--- config.mk ---
export PLATFORM = sky130hd
export DESIGN_NAME = count_tracker
export DESIGN_NICKNAME = d
export VERILOG_FILES = /design/src/rtl/count_tracker.sv
export SDC_FILE = /design/constraint.sdc
export NUM_CORES = 1
export LEC_CHECK = 0
export ABC_AREA = 1
export BUFFER_PORTS_ARGS = -buffer_cell sky130_fd_sc_hd__buf_2
export CAP_MARGIN = 20
export CORE_MARGIN = 2
export CORE_UTILIZATION = 40
export DETAILED_ROUTE_END_ITERATION = 10
export PLACE_DENSITY = 0.61
export SYNTH_ARGS = -nofsm -noshare
export SYNTH_HDL_FRONTEND = slang
export SYNTH_SLANG_ARGS = --single-unit
--- constraint.sdc ---
create_clock -name clk -period 3.64 [get_ports clk]
set_clock_uncertainty 0.1 [all_clocks]
set_input_delay 0.728 -clock clk [delete_from_list [all_inputs] [get_ports clk]]
set_output_delay 0.728 -clock clk [all_outputs]
set_load 0.02 [all_outputs]
--- src/rtl/count_tracker.sv ---
// Monitor for a CW-bit up/down counter: classifies each sampled transition and
// derives direction, one-cycle wrap pulses, a signed net-lap count and a sticky error.
module count_tracker #(
  parameter int CW = 3,
  parameter int LW = 8
) (
  input  logic          clk,
  input  logic          reset,
  input  logic [CW-1:0] count,
  input  logic          clr_err,
  output logic          primed,
  output logic          dir,
  output logic          wrap_up,
  output logic          wrap_down,
  output logic [LW-1:0] laps,
  output logic          step_err
);

  typedef enum logic {IDLE, TRACK} state_e;

  localparam logic [CW-1:0] CNT_MAX = '1;
  localparam logic [CW-1:0] CNT_ONE = CW'(1);

  state_e        state_q, state_d;
  logic [CW-1:0] prev_q, prev_d;
  logic [CW-1:0] delta;
  logic          primed_q, primed_d;
  logic          dir_q, dir_d;
  logic          wrap_up_q, wrap_up_d;
  logic          wrap_down_q, wrap_down_d;
  logic [LW-1:0] laps_q, laps_d;
  logic          step_err_q, step_err_d;

  // Subtraction truncated to CW bits gives the modular step distance directly.
  assign delta = count - prev_q;

  always_comb begin
    // NOTE: every next-state signal gets a default before the case so no latch is inferred.
    state_d     = state_q;
    prev_d      = prev_q;
    primed_d    = primed_q;
    dir_d       = dir_q;
    wrap_up_d   = 1'b0;
    wrap_down_d = 1'b0;
    laps_d      = laps_q;
    step_err_d  = step_err_q & ~clr_err;

    case (state_q)
      IDLE: begin
        prev_d   = count;
        primed_d = 1'b1;
        state_d  = TRACK;
      end
      TRACK: begin
        prev_d = count;
        if (delta == CNT_ONE) begin
          dir_d = 1'b1;
          if (prev_q == CNT_MAX) begin
            wrap_up_d = 1'b1;
            laps_d    = laps_q + LW'(1);
          end
        end else if (delta == CNT_MAX) begin
          dir_d = 1'b0;
          if (prev_q == '0) begin
            wrap_down_d = 1'b1;
            laps_d      = laps_q - LW'(1);
          end
        end else if (delta != '0) begin
          // A coincident clear loses: the set overrides the cleared default above.
          step_err_d = 1'b1;
        end
      end
      default: state_d = IDLE;
    endcase
  end

  // NOTE: sequential state uses non-blocking assignments so all registers update together.
  always_ff @(posedge clk or negedge reset) begin
    if (!reset) begin
      state_q     <= IDLE;
      prev_q      <= '0;
      primed_q    <= 1'b0;
      dir_q       <= 1'b0;
      wrap_up_q   <= 1'b0;
      wrap_down_q <= 1'b0;
      laps_q      <= '0;
      step_err_q  <= 1'b0;
    end else begin
      state_q     <= state_d;
      prev_q      <= prev_d;
      primed_q    <= primed_d;
      dir_q       <= dir_d;
      wrap_up_q   <= wrap_up_d;
      wrap_down_q <= wrap_down_d;
      laps_q      <= laps_d;
      step_err_q  <= step_err_d;
    end
  end

  assign primed    = primed_q;
  assign dir       = dir_q;
  assign wrap_up   = wrap_up_q;
  assign wrap_down = wrap_down_q;
  assign laps      = laps_q;
  assign step_err  = step_err_q;

endmodule

======== Yosys cells after proc, flatten, opt, wreduce, memory -nomap -nowiden ========
Cells that the tools add are included.
word-level totals
  register bits after elaboration ......... 17
  input bits .............................. 6
  word-level logic and storage cells ...... 40
  output and inout bits ................... 13
operators by class
  bitwise logic cells ..................... 2
  $add $sub $neg .......................... 3
  reduce and logical (&&, ||, !) cells .... 6
  eq/ne operators ......................... 4
  muxes and demuxes ....................... 17
operator list
  kind                 number
  $mux 8               4
  $mux 1               13
  $add 8x1->8 const B  1
  $sub 8x1->8 const B  1
  $eq 3x3->1 const B   2
  $reduce_and 4->1     1
  $reduce_bool 2->1    2
  $eq 3x1->1 const B   1
  $logic_not 3->1      1
  $reduce_bool 3->1    1
  $sub 3x3->3          1
  $ne 2x1->1 const B   1
  $reduce_and 2->1     1
  $and 1x1->1          1
  $not 1->1            1

======== Longest topological paths before layout ========
  depth after elaboration ................. 6
  gate-level depth with buffers ........... 19
  depth with buffers taken out ............ 19

======== Worst setup path before layout ========
Ideal clock, no wire load.
  kind .................................... in2reg
  start ................................... input count[0]
  end ..................................... register laps_q[7] (netlist: laps[7])
  arrival ................................. 2896 ps
  slack ................................... 527 ps
  stages .................................. 13
  path buffers ............................ 0
  data required time ...................... 3423 ps
  cell sequence ........................... inv_1 > ha_1 > fa_1 > inv_1 > nor2_1 > nand3_4 > ha_1 > a21oi_1 > o21ai_0 > a21oi_1 > nand3_1 > nand3_1 > nand2_1
between the ends
  cells in the longest elaborated chain, start to end .. 4
ends and longest elaborated chain
  item                                                                     RTL line  text
  start: declaration                                                       9         input logic [CW-1:0] count,
  $sub 3x3->3 *                                                            35        assign delta = count - prev_q;
  $eq 3x1->1 / $eq 3x3->1 (equally long branches)                          56, 62
  $ne 2x1->1 (no source line) / $reduce_bool 2->1 (equally long branches)  n/a
  $reduce_and 4->1 (no source line)                                        n/a
  end signal: assignment                                                   95        laps_q <= laps_d;
  end: declaration                                                         31        logic [LW-1:0] laps_q, laps_d;
Every way passes the cells marked *; elsewhere a longest branch is shown, timed or not.
A chain may end at the register's enable or synchronous reset.

======== Final worst setup path ========
Ends and elaborated chain as after synthesis.

==> impl_metrics.csv <==
group,metric,value,unit
sta,period_minus_slack,3.127,ns
route,wl_per_cell,11.66,um
clock_tree,cts.sink_count,17,
critical_path,reg2reg_to,"laps[7]",
placement,placedCellCount,184,
layout,finalNonFillerCells,188,
floorplan,die-area,3178,um^2
clock_tree,htree_levels,1,
grt,grt_pass1_vias,934,
pwr,p_leak,0.6891,nW
sta,finalHoldWorstSlack,0.2330,ns
floorplan,initial_utilization,43.12,%
floorplan,die_w,56.38,um
critical_path,cp.required,3.74,ns
pwr,power.density,726.3,nW/um^2
placement,gp_congestion,0.8322,
floorplan,die_y,56.38,um
clock_tree,cts_buffer_depth,2,
clock_tree,clk_latency,0.29,ns
yosys,yosysSeqAreaShare,38.77,%
critical_path,r2r_slack,0.64,ns
outcome,outcome,"completed",
layout,diodes,0,
critical_path,cpPeakStageDelay,0.51,ns
flow_run,cap_violations,0,
route,vias,906,
critical_path,cp-end-kind,"register",
sta,setup_tns,0,ns
route,avgViaCountPerCell,4.819,
layout,utilization,49.02,%
critical_path,slowest_stage,"fa_1",
route,route.detailed.drc,0,
critical_path,reg2reg_depth,12,
layout,final_cell_mix,"39 x nand2_1, 19 x inv_1, 18 x buf_2",
yosys,syn_inst,136,
layout,layout_commonest_cell,"nand2_1",
min_path,hold_path_class,"primary input to asynchronous set/reset pin",
route,wirelength,2193,um
route,route.antenna.remaining_nets,0,
critical_path,critical_path_class,"primary input to register",
clock_tree,root_buffer,"clkbuf_4",
sta,rsz0062_at_grt,"no",
yosys,ys_warn_count,0,
yosys,syn-num-nets,149,
clock_tree,cts_tree,"built",
layout,syn2layout_area_growth,13.68,%
clock_tree,cts_inserted_buffers,3,
yosys,synth_area_per_cell,8.068,um^2
sta,final-hold-violation-count,0,
critical_path,crit_chain,"buf_2 > inv_1 > ha_1 > fa_1 > inv_1 > nor2_1 > nand3_4 > ha_1 > a21oi_1 > o21ai_0 > a21oi_1 > nand3_1 > nand3_1 > nand2_1",
yosys,ys_ff_latch,17,
sta,setup_ws,0.5129,ns
clock_tree,path_clk_slew,0.11,ns
yosys,synth.distinct_cells,30,
layout,final_net_count,172,
grt,overflow,0,
sta,fmax,319.8,MHz
route,drt_iter0_drc,24,
placement,dpl.hpwl,1706,um
route,dr.pass1.iters,4,
grt,grt_max_degree,18,
placement,place_area,1221,um^2
yosys,synth.cell_area,1097,um^2
pwr,p_total,0.9060,mW
floorplan,row_count,18,
layout,final_layout_size_suffix_gt1_share,24.68,%
layout,post-route-cell-area,1247,um^2
clock_tree,cts_setup_buffers,0,
floorplan,coreArea,2545,um^2
sta,setup_viol,0,
grt,grt_first_pass_wirelength,4209,um
sta,finalCritPeriodShare,85.91,%
critical_path,path_max_fanout,11,
critical_path,r2r-start,"prev_q[0]",
placement,io_buffers,18,
placement,dp_slack,0.1921,ns
sta,maxSlewViolCount,0,
pwr,peakVddDrop,0.4014,mV
grt,antenna_found_initial,0,
clock_tree,cts_hold_buf,0,
critical_path,critPathLaunchType,"primary input",
clock_tree,cts_resized,0,
layout,fillers,261,
floorplan,io_pins,19,
grt,grt_use_total,16.75,%
critical_path,cp.arrival,3.23,ns
-- where the power goes --
| group | switching [mW] | internal [mW] | leakage [nW] |
|---|---|---|---|
| sequential | 0.0530 | 0.237 | 0.206 |
| combinational | 0.316 | 0.194 | 0.468 |
| clock | 0.0640 | 0.0426 | 0.0150 |
| total | 0.433 | 0.473 | 0.689 |
-- critical path, delay by kind of cell --
kind / cells / cell delay [ns]
AOI/OAI and AO/OA: 3 / 0.52
buffers and inverters: 3 / 0.19
adders and majority gates: 3 / 1.08
and+or+nand+nor: 5 / 0.71
-- layer usage --
metal | share of wire (%) | GRT usage (%) | wire (um)
met1 | 48 | 23.09 | 1063
met2 | 46 | 26.55 | 1017
met3 | 4.4 | 2.535 | 97
met4 | 0.68 | 6.122 | 15
met5 | 0 | 0 | 0
-- worst max path at each step --
stage,cells past startpoint,slack (ns),start,endpoint
2_1_floorplan,13,0.53,count[0],laps[7]
3_3_place_gp,14,0.32,count[0],laps[7]
3_5_place_dp,14,0.19,count[0],laps[7]
4_1_cts,14,0.52,count[0],laps[7]
5_1_grt,14,0.21,count[0],laps[7]
6_report,14,0.51,count[0],laps[7]
-- cell families after synthesis --
| kind of cell | share of synthesized area, % |
|---|---|
| AO/OA/AOI/OAI | 10.03 |
| buffers and inverters | 8.552 |
| adder cells (fa/ha/maj) | 8.666 |
| AND/OR/NAND/NOR | 31.36 |
| XOR/XNOR | 2.281 |
| flip-flops | 38.77 |
| other | 0.3417 |
-- cell usage after synthesis (all sizes together) --
| library cell | n | area [um^2] |
|---|---|---|
| nand2 | 44 | 187.7 |
| inv | 22 | 82.58 |
| dfrtp | 17 | 425.4 |
| nand3 | 15 | 87.59 |
| a21oi | 7 | 42.54 |
| ha | 6 | 75.07 |
| nor2 | 4 | 17.52 |
| o21ai | 4 | 20.02 |
| nor3 | 3 | 20.02 |
| or2 | 3 | 18.77 |
| o21bai | 2 | 26.28 |
| xor2 | 2 | 25.03 |
| buf | 1 | 11.26 |
| conb | 1 | 3.750 |
| fa | 1 | 20.02 |
| nand4 | 1 | 6.260 |
| nor4 | 1 | 6.260 |
| o22ai | 1 | 12.51 |
| o32ai | 1 | 8.760 |
-- layout make-up --
class | count | area (um^2) | share of cell area, %
multi-input cells | 96 | 578.1 | 46.34
flip-flops and latches | 17 | 425.4 | 34.10
repair buffers | 19 | 97.59 | 7.823
inverters | 22 | 82.58 | 6.620
well taps | 30 | 37.54 | 3.009
clock buffers | 4 | 26.28 | 2.106
-- flip-flops by register name, indices dropped and copies added (netlist names) --
name       flops
primed         1
dir            1
state_q        1
wrap_down      1
wrap_up        1
step_err       1
prev_q         3
laps           8
Note: power is estimated with default switching activity, not from simulation.
